===== src/rtl/xs3_digit_packer_if.sv =====
// Digit-in / word-out handshake bundle for xs3_digit_packer.
// The master side feeds Excess-3 digits and consumes packed BCD words; the packer is the slave.
interface xs3_digit_packer_if #(
    parameter int DIGITS = 4
);
    localparam int CW = $clog2(DIGITS + 1);

    logic                  in_valid;
    logic                  in_ready;
    logic [3:0]            in_xs3;
    logic                  in_last;
    logic                  out_valid;
    logic                  out_ready;
    logic [4*DIGITS-1:0]   out_bcd;
    logic [CW-1:0]         out_count;
    logic                  out_err;

    modport master (
        output in_valid, in_xs3, in_last, out_ready,
        input  in_ready, out_valid, out_bcd, out_count, out_err
    );

    modport slave (
        input  in_valid, in_xs3, in_last, out_ready,
        output in_ready, out_valid, out_bcd, out_count, out_err
    );
endinterface


===== src/rtl/xs3_digit_packer.sv =====
// Serial Excess-3 digit receiver: converts each digit to BCD and packs a word MSD-first.
// Build option XS3_ERR_DROP_EN: discard words containing illegal codes instead of flagging them.
module xs3_digit_packer #(
    parameter int DIGITS = 4
) (
    input  logic                clk,
    input  logic                rst,
    xs3_digit_packer_if.slave   bus
);
    localparam int W  = 4 * DIGITS;
    localparam int CW = $clog2(DIGITS + 1);
    localparam logic [CW-1:0] LAST_CNT = CW'(DIGITS);

    typedef enum logic {COLLECT, HOLD} state_t;

    state_t          state, state_nxt;
    logic [W-1:0]    acc, acc_nxt, acc_shift;
    logic [CW-1:0]   cnt, cnt_nxt, cnt_inc;
    logic            err, err_nxt;
    logic            illegal;
    logic [3:0]      bcd;
    logic            in_ready, out_valid;

    // Legal codes are 3..C; anything else is stored as digit 0 and flags the word.
    assign illegal   = (bus.in_xs3 < 4'h3) || (bus.in_xs3 > 4'hC);
    assign bcd       = illegal ? 4'h0 : bus.in_xs3 - 4'h3;
    assign acc_shift = (acc << 4) | W'(bcd);
    assign cnt_inc   = cnt + CW'(1);

    always_comb begin
        // NOTE: every output of this block gets a default first, so no path can infer a latch.
        state_nxt = state;
        acc_nxt   = acc;
        cnt_nxt   = cnt;
        err_nxt   = err;
        in_ready  = 1'b0;
        out_valid = 1'b0;
        case (state)
            COLLECT: begin
                in_ready = 1'b1;
                if (bus.in_valid) begin
                    acc_nxt = acc_shift;
                    cnt_nxt = cnt_inc;
                    err_nxt = err | illegal;
                    if (bus.in_last || (cnt_inc == LAST_CNT)) begin
`ifdef XS3_ERR_DROP_EN
                        // A bad word never reaches HOLD; restart collection immediately.
                        if (err_nxt) begin
                            acc_nxt = '0;
                            cnt_nxt = '0;
                            err_nxt = 1'b0;
                        end else begin
                            state_nxt = HOLD;
                        end
`else
                        state_nxt = HOLD;
`endif
                    end
                end
            end
            HOLD: begin
                out_valid = 1'b1;
                if (bus.out_ready) begin
                    acc_nxt   = '0;
                    cnt_nxt   = '0;
                    err_nxt   = 1'b0;
                    state_nxt = COLLECT;
                end
            end
            default: state_nxt = COLLECT;
        endcase
    end

    // NOTE: state is updated with non-blocking assignments so every register samples pre-edge values.
    always_ff @(posedge clk) begin
        if (rst) begin
            state <= COLLECT;
            acc   <= '0;
            cnt   <= '0;
            err   <= 1'b0;
        end else begin
            state <= state_nxt;
            acc   <= acc_nxt;
            cnt   <= cnt_nxt;
            err   <= err_nxt;
        end
    end

    // The accumulator doubles as the word register: it is frozen while in HOLD.
    assign bus.in_ready  = in_ready;
    assign bus.out_valid = out_valid;
    assign bus.out_bcd   = acc;
    assign bus.out_count = cnt;
`ifdef XS3_ERR_DROP_EN
    assign bus.out_err   = 1'b0;
`else
    assign bus.out_err   = err;
`endif
endmodule


===== src/flat_wrapper.sv =====
// flat-port wrapper written by rule: the top's interface ports become plain ports
module xs3_digit_packer_flat 
#(
    parameter int DIGITS = 4
)
  (clk, rst, bus_in_valid, bus_in_xs3, bus_in_last, bus_out_ready, bus_in_ready, bus_out_valid, bus_out_bcd, bus_out_count, bus_out_err);
  xs3_digit_packer_if #(.DIGITS(DIGITS)) bus_i ();
  input  logic clk;
  input  logic rst;
  input wire logic [$bits(bus_i.in_valid)-1:0] bus_in_valid;
  input wire logic [$bits(bus_i.in_xs3)-1:0] bus_in_xs3;
  input wire logic [$bits(bus_i.in_last)-1:0] bus_in_last;
  input wire logic [$bits(bus_i.out_ready)-1:0] bus_out_ready;
  output wire logic [$bits(bus_i.in_ready)-1:0] bus_in_ready;
  output wire logic [$bits(bus_i.out_valid)-1:0] bus_out_valid;
  output wire logic [$bits(bus_i.out_bcd)-1:0] bus_out_bcd;
  output wire logic [$bits(bus_i.out_count)-1:0] bus_out_count;
  output wire logic [$bits(bus_i.out_err)-1:0] bus_out_err;
  assign bus_i.in_valid = bus_in_valid;
  assign bus_i.in_xs3 = bus_in_xs3;
  assign bus_i.in_last = bus_in_last;
  assign bus_i.out_ready = bus_out_ready;
  assign bus_in_ready = bus_i.in_ready;
  assign bus_out_valid = bus_i.out_valid;
  assign bus_out_bcd = bus_i.out_bcd;
  assign bus_out_count = bus_i.out_count;
  assign bus_out_err = bus_i.out_err;
  xs3_digit_packer #(.DIGITS(DIGITS)) u_core (.clk(clk), .rst(rst), .bus(bus_i));
endmodule

===== config.mk =====
export PLATFORM = sky130hd
export DESIGN_NAME = xs3_digit_packer_flat
export DESIGN_NICKNAME = d
export VERILOG_FILES = /design/src/rtl/xs3_digit_packer_if.sv /design/src/rtl/xs3_digit_packer.sv /design/src/flat_wrapper.sv
export SDC_FILE = /design/constraint.sdc
export NUM_CORES = 1
export LEC_CHECK = 0
export ABC_CLOCK_PERIOD_IN_PS = 1620
export CAP_MARGIN = 20
export CORE_ASPECT_RATIO = 0.7
export CORE_MARGIN = 2
export CORE_UTILIZATION = 45
export CTS_BUF_LIST = sky130_fd_sc_hd__clkbuf_4
export DETAILED_ROUTE_END_ITERATION = 10
export GPL_TIMING_DRIVEN = 0
export PLACE_DENSITY = 0.8
export SLEW_MARGIN = 5
export SYNTH_ARGS = -nofsm -noshare
export SYNTH_HDL_FRONTEND = slang
export SYNTH_SLANG_ARGS = --single-unit

===== constraint.sdc =====
create_clock -name clk -period 1.62 [get_ports clk]
set_clock_uncertainty 0.15 [all_clocks]
set_input_delay 0.324 -clock clk [delete_from_list [all_inputs] [get_ports clk]]
set_output_delay 0.324 -clock clk [all_outputs]
set_load 0.005 [all_outputs]

==> impl_metrics.tcl <==
set metrics [dict create \
    maxCapViolCount 0 \
    first_iter_violations 40 \
    path_buf_inv 1 \
    cts_buffers 3 \
    required_ps 1720 \
    fill_cells 135 \
    finalMaxSlewViolations 0 \
    post-route-period-util_pct 98.3 \
    synth_mux_area_share_pct 3.69 \
    synth_seq_cells 21 \
    dpl_cell_area_mm2 0.00121 \
    synth.avg_cell_area_um2 9.57 \
    syn2layout_area_growth_pct 56.8 \
    synth_cell_types 25 \
    io_pins 31 \
    synth_warnings 0 \
    cp_slowest_cell "clkdlybuf4s50_1" \
    cts_tree "built" \
    fp-row-count 13 \
    pwr-share-clk_pct 25.7 \
    p_sw_mw 0.263 \
    synth.top_cell.area_share_pct 47.7 \
    synth_top_family_by_area "compound AO/OA/AOI/OAI gates" \
    syn_inst 92 \
    dr.pass1.iters 4 \
    yosys.area_share.simple_pct 16.9 \
    ant_nets 0 \
    grt_overflow 0 \
    die_w_um 56.9 \
    place.gp.congestion 0.756 \
    port_buffers 30 \
    grt_pass1_vias 768 \
    cts.sinks 21 \
    wire_per_inst_um 14.7 \
    design_area_mm2 0.00138 \
    end_kind "flip-flop" \
    worstPathCellList "clkdlybuf4s50_1 -> ha_2 -> or3_4 -> a21bo_2 -> a21oi_1" \
    cts.clk_slew.worst_paths_ps 120 \
    p_seq_share_pct 54.9 \
    worstSetupPathType "in -> reg" \
    vdd_drop_max_v 0.000591 \
    synth-xor-area-share_pct 2.98 \
    crit_family "buffers and inverters" \
    n_antenna_cell 0 \
    ctsHoldBuffers 0 \
    setup_violations 0 \
    cts_buffer_depth 2 \
    drc 0 \
    hold_viol 0 \
    worstMarginPinSlew_ps 446 \
    synthTopCellsByArea "dfxtp_1 (48%), a22oi_1 (11%), nor2_1 (6.0%), ha_1 (5.7%), a21oi_1 (3.4%)" \
    fin_nets 156 \
    mappedNetlistNets 105 \
    hpwl_mm 1.43 \
    pwr-share-comb_pct 19.4 \
    synth.yosys.seq_area_share_pct 47.7 \
    max_freq_mhz 628 \
    synth_area_um2 881 \
    via_per_inst 5.19 \
    coreArea_mm2 0.00185 \
    drive_gt1_share_pct 34.5 \
    die_h_um 41.0 \
    min_period_ps 1590 \
    crit_fanout 5 \
    synth_top_cell_by_area "dfxtp_1" \
    final_util_pct 74.5 \
    gr-usage-all-layers_pct 21.3 \
    synth_compound_area_share_pct 18.2 \
    mostFrequentLayoutCells "dlygate4sd2_1 (19), dfxtp_2 (19), buf_4 (17)" \
    antenna_found_initial 0 \
    power.share.switching_pct 26.6 \
    hp-class "in -> reg" \
    setup.worst_path.start_class "input port" \
    status "completed" \
    dieArea_mm2 0.00233 \
    rsz0062_at_grt "false" \
    totalWireLength_mm 2.41 \
    grt_max_degree 13 \
    via_count 851 \
    grt_pass1_wl_mm 3.63 \
    clk_latency_ps 310 \
    slowest_delay_ps 450 \
    start_util_pct 47.5 \
    p_leak_nw 0.694 \
    htree_levels 1 \
    r2r_setup_slack_ps 90 \
    arrival_ps 1690 \
    p_int_mw 0.728 \
    cts_root_buffer "clkbuf_4" \
    stdcell_count 164 \
    synth_fa_ha_area_share_pct 5.68 \
    place_inst 144 \
    p_per_area_mw_per_mm2 718 \
    slew_headroom_pct 70.3 \
]
==> tightest hold or removal path, delay by kind of cell <==
family	cells	cell delay [ps]
buffers and inverters	2	210
AOI/OAI and AO/OA	1	90
and+or+nand+nor	1	80
==> power by group through the flow <==
stage                     combinational, mW  clock, mW  sequential, mW
final                                 0.192      0.255           0.544
after CTS                             0.179      0.255           0.544
after global routing                  0.209      0.289           0.546
after global placement                0.156          0           0.561
after detailed placement              0.159          0           0.562
after floorplan                      0.0783          0           0.561
==> metal layers <==
layer	GRT usage (%)	part of all wire (%)
met2	37.4	48
met1	26.6	45
met3	6.62	6.3
met5	0	0
met4	5.23	0.46
==> cells in the mapped netlist (all sizes together) <==
master	instances
dfxtp	21
nor2	14
a22oi	13
a21oi	6
nand2	5
ha	4
buf	3
inv	3
nand3b	3
nand4	3
o21ai	3
clkbuf	2
mux2i	2
xnor2	2
a211oi	1
a21bo	1
and2b	1
nand4b	1
nor3	1
nor3b	1
or3	1
xor2	1
==> per-stage QoR <==
step / hold slack [ps] / total power [mW] / setup slack [ps] / TNS (ps)
4_1_cts: 316 / 0.978 / 5.66 / 0
2_1_floorplan: 298 / 0.640 / 181 / 0
3_5_place_dp: 308 / 0.721 / -372 / -3540
3_3_place_gp: 291 / 0.717 / -339 / -2950
6_report: 276 / 0.992 / 27.1 / 0
5_1_grt: 302 / 1.04 / 3.92 / 0
==> final timing paths <==
path	start	endpoint	cells after the start
setup / recovery	bus_in_xs3[1]	u_core.bus.out_err	5
setup reg to reg	u_core.state	u_core.bus.out_bcd[0]	5
hold reg to reg	u_core.bus.out_err	u_core.bus.out_err	2
hold / removal	bus_in_xs3[0]	u_core.bus.out_bcd[0]	4
==> flip-flops by register name, summed over array words and instances, names as in the netlist <==
register / flops
u_core.bus.out_bcd: 16
u_core.state: 1
u_core.bus.out_err: 1
u_core.bus.out_count: 3
==> cell type report <==
cell class              count  area [um^2]  share of cell area [%]
repair buffers             46          407                    29.4
inverters                   3         11.3                   0.815
clock buffers               3         22.5                    1.63
flip-flops and latches     21          452                    32.7
plain buffers               5         31.3                    2.26
well taps                  22         27.5                    1.99
multi-input cells          63          425                    30.8
clock inverters             1         5.00                   0.362
==> timing repair <==
item / in CTS / in global routing
gates resized for setup: 44 / 4
setup endpoints to repair: 23 / 5
buffers inserted: 13 / 3
==> cells by family (layout without fill, tap and decap cells) <==
kind of cell             count (synthesis)  in the layout
flip-flops                              21             21
multiplexers                             2              2
buffers and inverters                    8             58
XOR/XNOR                                 3              3
adder cells (fa/ha/maj)                  4              4
AO/OA/AOI/OAI                           24             24
AND/OR/NAND/NOR                         30             30
No activity file was read; power rests on OpenSTA's default activity.
==> RTL change 1, RTL diff (same settings) <==
Make the reset (`rst`) asynchronous in one clocked block.
--- a/src/rtl/xs3_digit_packer.sv
+++ b/src/rtl/xs3_digit_packer.sv
@@ -72,7 +72,7 @@
     end
 
     // NOTE: state is updated with non-blocking assignments so every register samples pre-edge values.
-    always_ff @(posedge clk) begin
+    always_ff @(posedge clk or posedge rst) begin
         if (rst) begin
             state <= COLLECT;
             acc   <= '0;
Check against the original RTL: differs if rst is asserted again (counterexample within 4 cycles, from zero or initial values and one cycle with rst high); with rst held inactive, the same outputs for 10 cycles.
==> RTL change 1 against the original RTL <==
- area after synthesis rose by 3.7%
- worst setup slack improved by 0.023 ns
- design area up 2.5%
- sequential cell count is the same
- count of clock-buffer cells in the layout unchanged
- wire length is 3.5% lower
- final cell count down 6.7%
- hold slack improved by 0.035 ns
- critical path type is now flop to primary output
- die area up 3.4%
Power is not compared: it rests on default switching activity, and its combinational part moved more than twofold at a synthesized area within 25%.
==> RTL change 1: results (changes against the original RTL) <==
{
  "grt_util_all_layers": {"value": 21.0, "unit": "%", "change": "was 21.3%"},
  "placed_cells_incl_taps": {"value": 126, "change": "was 144"},
  "synth-main-ff-cell": {"value": "sky130_fd_sc_hd__dfrtp_1", "change": "was sky130_fd_sc_hd__dfxtp_1"},
  "asyncSetResetFlopFracSynth": {"value": 100, "unit": "%", "change": "was 0%"},
  "hpwl": {"value": 1.43, "unit": "mm", "change": "about the same"},
  "arrival": {"value": 1.10, "unit": "ns", "change": "was 1.69 ns"},
  "synth_fp_nets": {"value": 87, "change": "was 105"},
  "drt_first_iter_violations": {"value": 23, "change": "was 40"},
  "grt_pass1_vias": {"value": 820, "change": "was 768"},
  "synth_cell_count_leaders": {"value": "sky130_fd_sc_hd__dfrtp_1, sky130_fd_sc_hd__a22o_1, sky130_fd_sc_hd__nand2_1", "change": "was sky130_fd_sc_hd__dfxtp_1, sky130_fd_sc_hd__nor2_1, sky130_fd_sc_hd__a22oi_1"},
  "crit_path_max_incr_delay": {"value": 0.43, "unit": "ns", "change": "was 0.45 ns"},
  "post_synth_fa_ha_maj_area_fraction": {"value": 5.48, "unit": "%", "change": "was 5.68%"},
  "drive_above_1_share": {"value": 27.5, "unit": "%", "change": "was 34.5%"},
  "area.share.sequential": {"value": 37.2, "unit": "%", "change": "was 32.7%"},
  "globalplace.congestion": {"value": 0.792, "change": "was 0.756"},
  "multi_input_combinational": {"value": 46, "change": "was 63"},
  "status": {"value": "finished, final reports clean", "change": "unchanged"},
  "final_nets": {"value": 145, "change": "was 156"},
  "detailroute.via_count": {"value": 843, "change": "was 851"},
  "critical-path-top-delay-family": {"value": "flip-flops", "change": "was buffers and inverters"},
  "hold_path_class": {"value": "primary input to async pin", "change": "was primary input to flop"},
  "synth_seq_area_share": {"value": 57.5, "unit": "%", "change": "was 47.7%"},
  "avgRoutedWirePerCell": {"value": 15.2, "unit": "µm", "change": "was 14.7 µm"},
  "grt_first_pass_wirelength": {"value": 3.77, "unit": "mm", "change": "was 3.63 mm"},
  "share_of_cell_area_taken_by_muxes_after_synthesis": {"value": 2.47, "unit": "%", "change": "was 3.69%"}
}
## RTL change 1: final timing paths
check                                        from                      end  slack, ns  depth (start not counted)
max                                  u_core.state            bus_out_valid       0.05                          3
max reg2reg                          u_core.state  u_core.bus.out_count[2]       0.10                          6
min in group clk           u_core.bus.out_bcd[14]   u_core.bus.out_bcd[14]       0.36                          1
min                                           rst  u_core.bus.out_count[1]       0.31                          2
max in group asynchronous                     rst             u_core.state       0.46                          2
min reg2reg                u_core.bus.out_bcd[14]   u_core.bus.out_bcd[14]       0.36                          1
## RTL change 1: metal layers
| metal | GRT usage (%) | vias to the layer above | share of wire, % |
|---|---|---|---|
| met5 | 0 | - | 0 |
| li1 | - | 389 | - |
| met4 | 1.86 | 0 | 0.26 |
| met3 | 8.72 | 2 | 9.4 |
| met2 | 35.7 | 35 | 49 |
| met1 | 25.9 | 417 | 41 |
## RTL change 1: repair_timing
item | 4_1_cts | 5_1_grt
resized for setup | 28 | 3
setup buffers | 21 | 2
setup endpoints to repair | 22 | 7
==> RTL change 2, RTL diff (config.mk and constraints unchanged) <==
Without the edit above. The option `XS3_ERR_DROP_EN` is turned on by a define.
--- a/src/rtl/xs3_digit_packer.sv
+++ b/src/rtl/xs3_digit_packer.sv
@@ -1,5 +1,7 @@
 // Serial Excess-3 digit receiver: converts each digit to BCD and packs a word MSD-first.
 // Build option XS3_ERR_DROP_EN: discard words containing illegal codes instead of flagging them.
+`define XS3_ERR_DROP_EN
+
 module xs3_digit_packer #(
     parameter int DIGITS = 4
 ) (
Formal check against the unedited RTL: not equivalent (Yosys sat finds a counterexample within 4 cycles, from zero or initial values and one cycle with rst high).
==> RTL change 2 against the original RTL <==
- fmax is 0.79% higher
- design area rose by 2.8%
- final cell count decreased by 0.61%
- non-clock buffer count shrank 8
- power about the same
- the flow now finishes with violations (design-rule violations)
- hold slack got worse by 0.15 ns
- synthesized cell count up 7.6%
- wire length fell by 2.6%
- register-to-register slack worse by 0.05 ns
- sequential power about the same
- sequential cell count stayed put
- area after synthesis grew 6.8%
- worst setup slack improved by 0.012 ns
==> RTL change 2: results (changes against the original RTL) <==
{
  "crit_path_max_incr_delay": {"value": 0.37, "unit": "ns", "change": "was 0.45 ns"},
  "synth_cell_count_leaders": {"value": "sky130_fd_sc_hd__dfxtp_1, sky130_fd_sc_hd__nand2b_1, sky130_fd_sc_hd__o22ai_1", "change": "was sky130_fd_sc_hd__dfxtp_1, sky130_fd_sc_hd__nor2_1, sky130_fd_sc_hd__a22oi_1"},
  "post-cts-setup-buffers": {"value": 7, "change": "was 13"},
  "multi_input_area": {"value": 526, "unit": "µm²", "change": "was 425 µm²"},
  "hpwl": {"value": 1.58, "unit": "mm", "change": "was 1.43 mm"},
  "avgRoutedWirePerCell": {"value": 14.4, "unit": "µm", "change": "was 14.7 µm"},
  "wl_met1": {"value": 1.03, "unit": "mm", "change": "was 1.08 mm"},
  "route.detailed.drc": {"value": 3, "change": "was 0"},
  "met2RoutedLength": {"value": 1.12, "unit": "mm", "change": "was 1.16 mm"},
  "detailroute.via_count": {"value": 854, "change": "was 851"},
  "area.share.sequential": {"value": 31.5, "unit": "%", "change": "was 32.7%"},
  "placed_cells_incl_taps": {"value": 149, "change": "was 144"},
  "vias_per_cell": {"value": 5.24, "change": "was 5.19"},
  "violations": {"value": "design-rule violations"},
  "critical-path-top-delay-family": {"value": "compound AO/OA/AOI/OAI gates", "change": "was buffers and inverters"},
  "critical_path.startpoint": {"value": "u_core.bus.out_count[0]", "change": "was bus_in_xs3[1]"},
  "port_buffers": {"value": 28, "change": "was 30"},
  "status": {"value": "finished with violations", "change": "was finished, final reports clean"},
  "grt_util_met1": {"value": 26.0, "unit": "%", "change": "was 26.6%"},
  "clkCellAreaFrac": {"value": 1.94, "unit": "%", "change": "was 1.99%"},
  "detailedPlace.worstSlack": {"value": -0.620, "unit": "ns", "change": "was -0.372 ns"},
  "grt_first_pass_wirelength": {"value": 3.70, "unit": "mm", "change": "was 3.63 mm"},
  "finish.utilization": {"value": 74.0, "unit": "%", "change": "was 74.5%"},
  "worstHoldPathCells": {"value": 2, "change": "was 4"},
  "arrival": {"value": 1.67, "unit": "ns", "change": "was 1.69 ns"},
  "grt_util_met3": {"value": 6.48, "unit": "%", "change": "was 6.62%"},
  "fillerInstances": {"value": 162, "change": "was 135"},
  "grt_pass1_vias": {"value": 817, "change": "was 768"},
  "met3_length": {"value": 194, "unit": "µm", "change": "was 151 µm"},
  "drive_above_1_share": {"value": 39.0, "unit": "%", "change": "was 34.5%"},
  "topRoutingLayerUsed": {"value": "met3", "change": "was met4"},
  "rr_worst_depth": {"value": 6, "change": "was 5"},
  "placement.cell_area": {"value": 1250, "unit": "µm²", "change": "was 1210 µm²"},
  "drt_first_iter_violations": {"value": 31, "change": "was 40"},
  "use_met2": {"value": 32.1, "unit": "%", "change": "was 37.4%"},
  "synth_area_per_cell": {"value": 9.50, "unit": "µm²", "change": "was 9.57 µm²"},
  "final-seq-area": {"value": 448, "unit": "µm²", "change": "was 452 µm²"}
}
RTL change 2: cell types whose count changed in the layout (fill, tap and decap cells not counted), moves of 4 or more:
cell,before,now
sky130_fd_sc_hd__a22oi_1,13,0
sky130_fd_sc_hd__buf_4,17,10
sky130_fd_sc_hd__clkdlybuf4s50_1,7,3
sky130_fd_sc_hd__nand2_1,5,9
sky130_fd_sc_hd__nand2b_1,0,15
sky130_fd_sc_hd__nor2_1,14,2
sky130_fd_sc_hd__o21ai_2,0,4
sky130_fd_sc_hd__o22ai_1,0,9
RTL change 2: report_power, final:
| group | internal, mW | switching [mW] | total [mW] |
|---|---|---|---|
| logic | 0.0978 | 0.0976 | 0.195 |
| clock network | 0.0920 | 0.158 | 0.250 |
| registers | 0.534 | 0.0115 | 0.546 |
RTL change 2: logic make-up after synthesis:
kind of cell               synth area share (%)
AOI/OAI and AO/OA                          19.7
xor gates and xnor gates                   2.79
adders and majority gates                  5.32
buffers and inverters                      4.79
DFF                                        44.7
other                                     0.399
and+or+nand+nor                            22.3
